<file path="src/rtl/gray_pkg.sv">
// Shared Gray-code constants and helpers, reused by the counter and the gray_to_binary block.
package gray_pkg;

   localparam int DEFAULT_WIDTH = 3;
   localparam int MAX_WIDTH     = 16;

   // Works for any width up to MAX_WIDTH; narrower callers zero-extend and truncate.
   function automatic logic [MAX_WIDTH-1:0] bin_to_gray(input logic [MAX_WIDTH-1:0] b);
      return b ^ (b >> 1);
   endfunction

endpackage

</file>
<file path="src/rtl/binary_to_gray.sv">
// Purely combinational binary-to-Gray encoder.
module binary_to_gray #(
   parameter int WIDTH = 3
) (
   input  logic [WIDTH-1:0] bin,
   output logic [WIDTH-1:0] gray
);

   assign gray = bin ^ (bin >> 1);

endmodule

</file>
<file path="src/rtl/gray_code_counter.sv">
// Up/down binary counter with loadable value, registered Gray output and wrap pulse.
module gray_code_counter
   import gray_pkg::*;
#(
   parameter int WIDTH = DEFAULT_WIDTH
) (
   input  logic             clk,
   input  logic             rst,
   input  logic             en,
   input  logic             up,
   input  logic             load,
   input  logic [WIDTH-1:0] load_bin,
   output logic [WIDTH-1:0] bin,
   output logic [WIDTH-1:0] gray,
   output logic             wrap
);

   logic [WIDTH-1:0] bin_d,  bin_q;
   logic [WIDTH-1:0] gray_d, gray_q;
   logic             wrap_d, wrap_q;

   always_comb begin
      bin_d  = bin_q;
      wrap_d = 1'b0;
      if (load) begin
         bin_d = load_bin;
      end else if (en) begin
         if (up) begin
            bin_d  = bin_q + 1'b1;
            wrap_d = &bin_q;
         end else begin
            bin_d  = bin_q - 1'b1;
            wrap_d = ~|bin_q;
         end
      end
   end

   // Encode the next binary value so gray lands on the same edge as bin.
   binary_to_gray #(.WIDTH(WIDTH)) u_enc (
      .bin  (bin_d),
      .gray (gray_d)
   );

   always_ff @(posedge clk) begin
      if (rst) begin
         bin_q  <= '0;
         gray_q <= '0;
         wrap_q <= 1'b0;
      end else begin
         bin_q  <= bin_d;
         gray_q <= gray_d;
         wrap_q <= wrap_d;
      end
   end

   assign bin  = bin_q;
   assign gray = gray_q;
   assign wrap = wrap_q;

endmodule

</file>
<file path="config.mk">
export PLATFORM = sky130hd
export DESIGN_NAME = gray_code_counter
export DESIGN_NICKNAME = d
export VERILOG_FILES = /design/src/rtl/gray_pkg.sv /design/src/rtl/binary_to_gray.sv /design/src/rtl/gray_code_counter.sv
export SDC_FILE = /design/constraint.sdc
export NUM_CORES = 1
export LEC_CHECK = 0
export CAP_MARGIN = 20
export CORE_AREA = 2 2 39 41
export CTS_BUF_LIST = sky130_fd_sc_hd__clkbuf_16
export CTS_CLUSTER_DIAMETER = 30
export CTS_CLUSTER_SIZE = 10
export DETAILED_ROUTE_END_ITERATION = 10
export DIE_AREA = 0 0 41 43
export PLACE_DENSITY_LB_ADDON = 0.12
export REMOVE_ABC_BUFFERS = 1
export SYNTH_ARGS = -nofsm -noshare
export SYNTH_HDL_FRONTEND = slang
export SYNTH_HIERARCHICAL = 1
export SYNTH_SLANG_ARGS = --single-unit
</file>
<file path="constraint.sdc">
create_clock -name clk -period 4.7 [get_ports clk]
set_input_delay 0.94 -clock clk [delete_from_list [all_inputs] [get_ports clk]]
set_output_delay 0.94 -clock clk [all_outputs]
set_load 0.01 [all_outputs]
</file>
# Yosys cells after proc, flatten, opt, wreduce, memory -nomap -nowiden
# Index checks and enable logic that the tools add are counted.
dict set report word_totals {
  word_cells 15
  out_inout_bits 7
  register_bits 7
  input_bits 8
}
dict set report op_classes {
  muxes 4
  n_addsub 2
  reduce_logical 4
  bitwise_logic 2
}
# cell n
set ops {}
lappend ops {{$mux 3} 3}
lappend ops {{$reduce_or 3->1} 2}
lappend ops {{$add 3x1->3 const B} 1}
lappend ops {{$reduce_and 3->1} 1}
lappend ops {{$sub 3x1->3 const B} 1}
lappend ops {{$xor 3x2->3} 1}
lappend ops {{$logic_not 1->1} 1}
lappend ops {{$mux 1} 1}
lappend ops {{$not 1->1} 1}

# Logic depth before layout (Yosys ltp)
dict set report logic_depth {
  word_depth 5
  mapped_depth 7
  ltp_nobuf 7
}

# Modules after synthesis
# Netlist, hierarchy kept.
# mod n_inst seq_area_each_um2 area_per_inst_um2 cells_per_inst
set modules_own_cells {}
lappend modules_own_cells {gray_code_counter 1 140.1 314.1 34}
lappend modules_own_cells {binary_to_gray 1 0.0 25.0 3}

# Least setup slack after synthesis
# Ideal clock, no wire load.
dict set report synth_timing {
  path_type {in2reg}
  from {input port up}
  to {register gray_q[1], in the netlist gray[1]}
  stages 7
  t_arrival_ns 2.152
  setup_ns 0.114
  t_required_ns 4.586
  path_slack_ns 2.435
  path_buffers 0
  path_cell_list {inv_1 > fa_1 > xnor2_1 > mux2i_1 > nand2_1 > xor2_1 > nor2b_1}
}
dict set report synth_via {
  elab_chain_len 4
}
# item line_no
set synth_rtl {}
lappend synth_rtl {{start: declaration} gray_code_counter.sv:10} ;# input logic up,
lappend synth_rtl {{$mux 3} gray_code_counter.sv:28} ;# if (up) begin
lappend synth_rtl {{$mux 3} gray_code_counter.sv:27} ;# end else if (en) begin
lappend synth_rtl {{$mux 3} gray_code_counter.sv:25} ;# if (load) begin
lappend synth_rtl {{named net bin_d[2]} gray_code_counter.sv:18} ;# logic [WIDTH-1:0] bin_d, bin_q;
lappend synth_rtl {{$xor 3x2->3} binary_to_gray.sv:9} ;# assign gray = bin ^ (bin >> 1);
lappend synth_rtl {{named net gray_d[1]} gray_code_counter.sv:19} ;# logic [WIDTH-1:0] gray_d, gray_q;
lappend synth_rtl {{end signal: assignment} gray_code_counter.sv:51} ;# gray_q <= gray_d;
lappend synth_rtl {{end: declaration} gray_code_counter.sv:19}
# The timed path passes the listed nets, and every way through them passes these cells.
# A chain may end at the register's enable or synchronous reset.

# Worst setup path after layout
# Same ends and word-level chain as after synthesis.

==> reports/summary.txt <==
Critical Path Source Type - primary input
ranking of synthesized cells by area - dfxtp_1 (41%), nor2b_1 (11%), fa_1 (5.9%), mux2i_1 (5.9%), xnor2_1 (5.2%)
status - finished clean
Leak - 0.000230 uW
final worst slack - 1.99 ns
register-to-register setup slack - 2.97 ns
pins over their slew limit - 0
Cell variety after synth - 18
post-synth top area share - 41.3%
Finished Core Util - 41.0%
Area after DPL - 488 sq um
hold-fix buffers at CTS - 0
TritonCTS clock tree - built
clock slew at reported path FFs - 0.04 ns
fmax - 368 MHz
peak supply drop - 0.137 mV
core area - 1380 sq um
sw power - 48.8 uW
synthesized area - 339 sq um
htree depth - 1
Crit Path Class - primary input to flop
CTS Buffer Depth - 2
DR WL/cell - 10.2 um
clock power share - 56.0%
post-synthesis register bit count - 7
Syn. warnings - 6
Flop pwr share - 27.9%
Final TNS setup - 0 ns
total number of vias - 298
sequential share of the synthesized area - 41.3%
Post-Layout Inst Area - 567 sq um
final WL - 704 um
Final setup viols - 0
routed vias/inst - 4.32
postcts setup bufs - 0
crit path from - up
fill cell total of the finished layout - 137
DRT iter0 DRCs - 2
Final period util - 57.8%
Reg2Reg Depth - 6
post-CTS resize count - 0
maxcap violations - 0
CP endpoint kind - flop
HPWL after DPL - 575 um
Num CTS Buffers - 3
Clock Sinks - 7
worst slew pin tran - 0.435 ns
GRT overflow - 0
pre-CTS WS - 1.73 ns
first-pass GRT wire length - 1.08 mm
largest net degree at the start of global routing - 10
critical-path maximum fanout - 4
RePlAce Congestion - 0.816
Max-Slew Margin vs Limit - 70.7%
nets - 63
Area Overhead vs Synth - 67.2%
num rows - 14
final hold viol count - 0
largest area contributor in the netlist - dfxtp_1
critical path arrival - 2.82 ns
Worst-Skew Late Latency - 0.23 ns
reg-to-reg endpoint - gray[1]$_SDFF_PP0_
Pwr Density - 440 nW/um^2
Logic pwr share - 16.1%
Die Wd - 41 um
RSZ-0062 raised after global routing - no
die area - 1760 sq um
Req. time, crit path - 4.81 ns
crit path to - gray[1]$_SDFF_PP0_
CTS Root Cell - clkbuf_16
Tmin final - 2.71 ns
Sw Ratio - 19.6%
PortBufs - 14
skew final - 0.00120 ns
DIE HEIGHT - 43 um
starting density of the core - 24.5%
Mean Syn Cell Area - 9.16 sq um
share of cells above drive strength 1 - 5.66%
Cells after Synth - 37
n_diodes - 0
vias in the first global route - 274
cell-internal power - 200 uW
worst min-delay path class - flop to flop
worst reg2reg startpoint - bin[0]$_SDFF_PP0_
DRT Pass-1 Iters - 2
Top-Level Pins - 15
gr usage total - 9.87%
initial antenna violation count - 0
ANT nets after route - 0
number of remaining DRC errors - 0
power by group through the flow:
stage | clock network [uW] | logic, uW | registers (uW)
after floorplan | 0 | 16.6 | 72.5
final | 140 | 40.1 | 69.6
after global placement | 0 | 40.4 | 70.1
after detailed placement | 0 | 40.6 | 70.5
after CTS | 141 | 40.7 | 69.7
after global routing | 146 | 44.2 | 70.1
state kept, by name (all words and copies together) (netlist names):
name  cells
wrap      1
gray      3
bin       3
through the flow:
| step | hold WS, ns | instances | total power (uW) |
|---|---|---|---|
| floorplan | 0.547 | 35 | 89.2 |
| global placement | 0.533 | 65 | 110 |
| detailed placement | 0.554 | 65 | 111 |
| CTS | 0.567 | 69 | 251 |
| global route | 0.599 | 69 | 260 |
| finish | 0.561 | 69 | 249 |
logic make-up after synthesis:
| family | after synthesis | share of synthesized area, % |
|---|---|---|
| XOR/XNOR | 4 | 10.3 |
| AO/OA/AOI/OAI | 5 | 8.12 |
| adder cells (fa/ha/maj) | 1 | 5.90 |
| multiplexers | 2 | 5.90 |
| buffers and inverters | 3 | 4.43 |
| flip-flops | 7 | 41.3 |
| AND/OR/NAND/NOR | 15 | 24.0 |
synthesized netlist by cell type, drive strengths merged:
cell type	instances
dfxtp	7
nor2b	6
nand2	4
a21oi	2
mux2i	2
nor2	2
o21ai	2
xnor2	2
xor2	2
a22oi	1
buf	1
clkbuf	1
fa	1
inv	1
nand4	1
nor3b	1
or4	1
routing by layer:
metal | share of wire (%) | wire length (um) | GRT usage, %
met4 | 0 | 0 | 8.00
met5 | 0 | 0 | 0
met2 | 53 | 373 | 15.3
met1 | 40 | 279 | 9.09
met3 | 7.2 | 51 | 4.71
area by class of cell:
| cell class | count | area, sq um | area share [%] |
|---|---|---|---|
| inverter | 1 | 3.75 | 0.662 |
| sequential | 7 | 140 | 24.7 |
| timing repair buffer | 14 | 140 | 24.7 |
| clock buffer | 3 | 75.1 | 13.2 |
| clock inverter | 1 | 3.75 | 0.662 |
| tap | 16 | 20.0 | 3.53 |
| multi-input combinational | 27 | 184 | 32.5 |
how the worst min path moves through the flow:
stage	start	end	slack (ns)	depth (start not counted)
2_1_floorplan	bin[1]$_SDFF_PP0_	wrap$_SDFF_PP0_	0.55	2
3_3_place_gp	bin[1]$_SDFF_PP0_	wrap$_SDFF_PP0_	0.53	2
3_5_place_dp	bin[1]$_SDFF_PP0_	wrap$_SDFF_PP0_	0.55	2
4_1_cts	bin[1]$_SDFF_PP0_	wrap$_SDFF_PP0_	0.57	2
5_1_grt	bin[1]$_SDFF_PP0_	wrap$_SDFF_PP0_	0.60	2
6_report	bin[1]$_SDFF_PP0_	wrap$_SDFF_PP0_	0.56	2
cells in the final DEF, fill, tap and decap left out:
| cell type | synthesis | layout |
|---|---|---|
| clkdlybuf4s50_1 | 0 | 14 |
| a22oi_1 | 1 | 1 |
| nand4_1 | 1 | 1 |
| o21ai_1 | 1 | 1 |
| nor2_1 | 2 | 2 |
| o21ai_0 | 1 | 1 |
| fa_1 | 1 | 1 |
| xor2_1 | 2 | 2 |
| nand2_1 | 4 | 4 |
| a21oi_1 | 2 | 2 |
| nor2b_1 | 6 | 6 |
| mux2i_1 | 2 | 2 |
| dfxtp_1 | 7 | 7 |
| inv_1 | 1 | 2 |
| xnor2_1 | 2 | 2 |
| or4_1 | 1 | 1 |
| clkbuf_16 | 0 | 3 |
| nor3b_1 | 1 | 1 |
worst max-delay path: stages:
cell and delay [ns]:
clkdlybuf4s50_1 0.53, inv_1 0.08, fa_1 0.43, xnor2_1 0.19, mux2i_1 0.26, nand2_1 0.10
xor2_1 0.14, nor2b_1 0.14
Power figures use the tool's default switching activity.
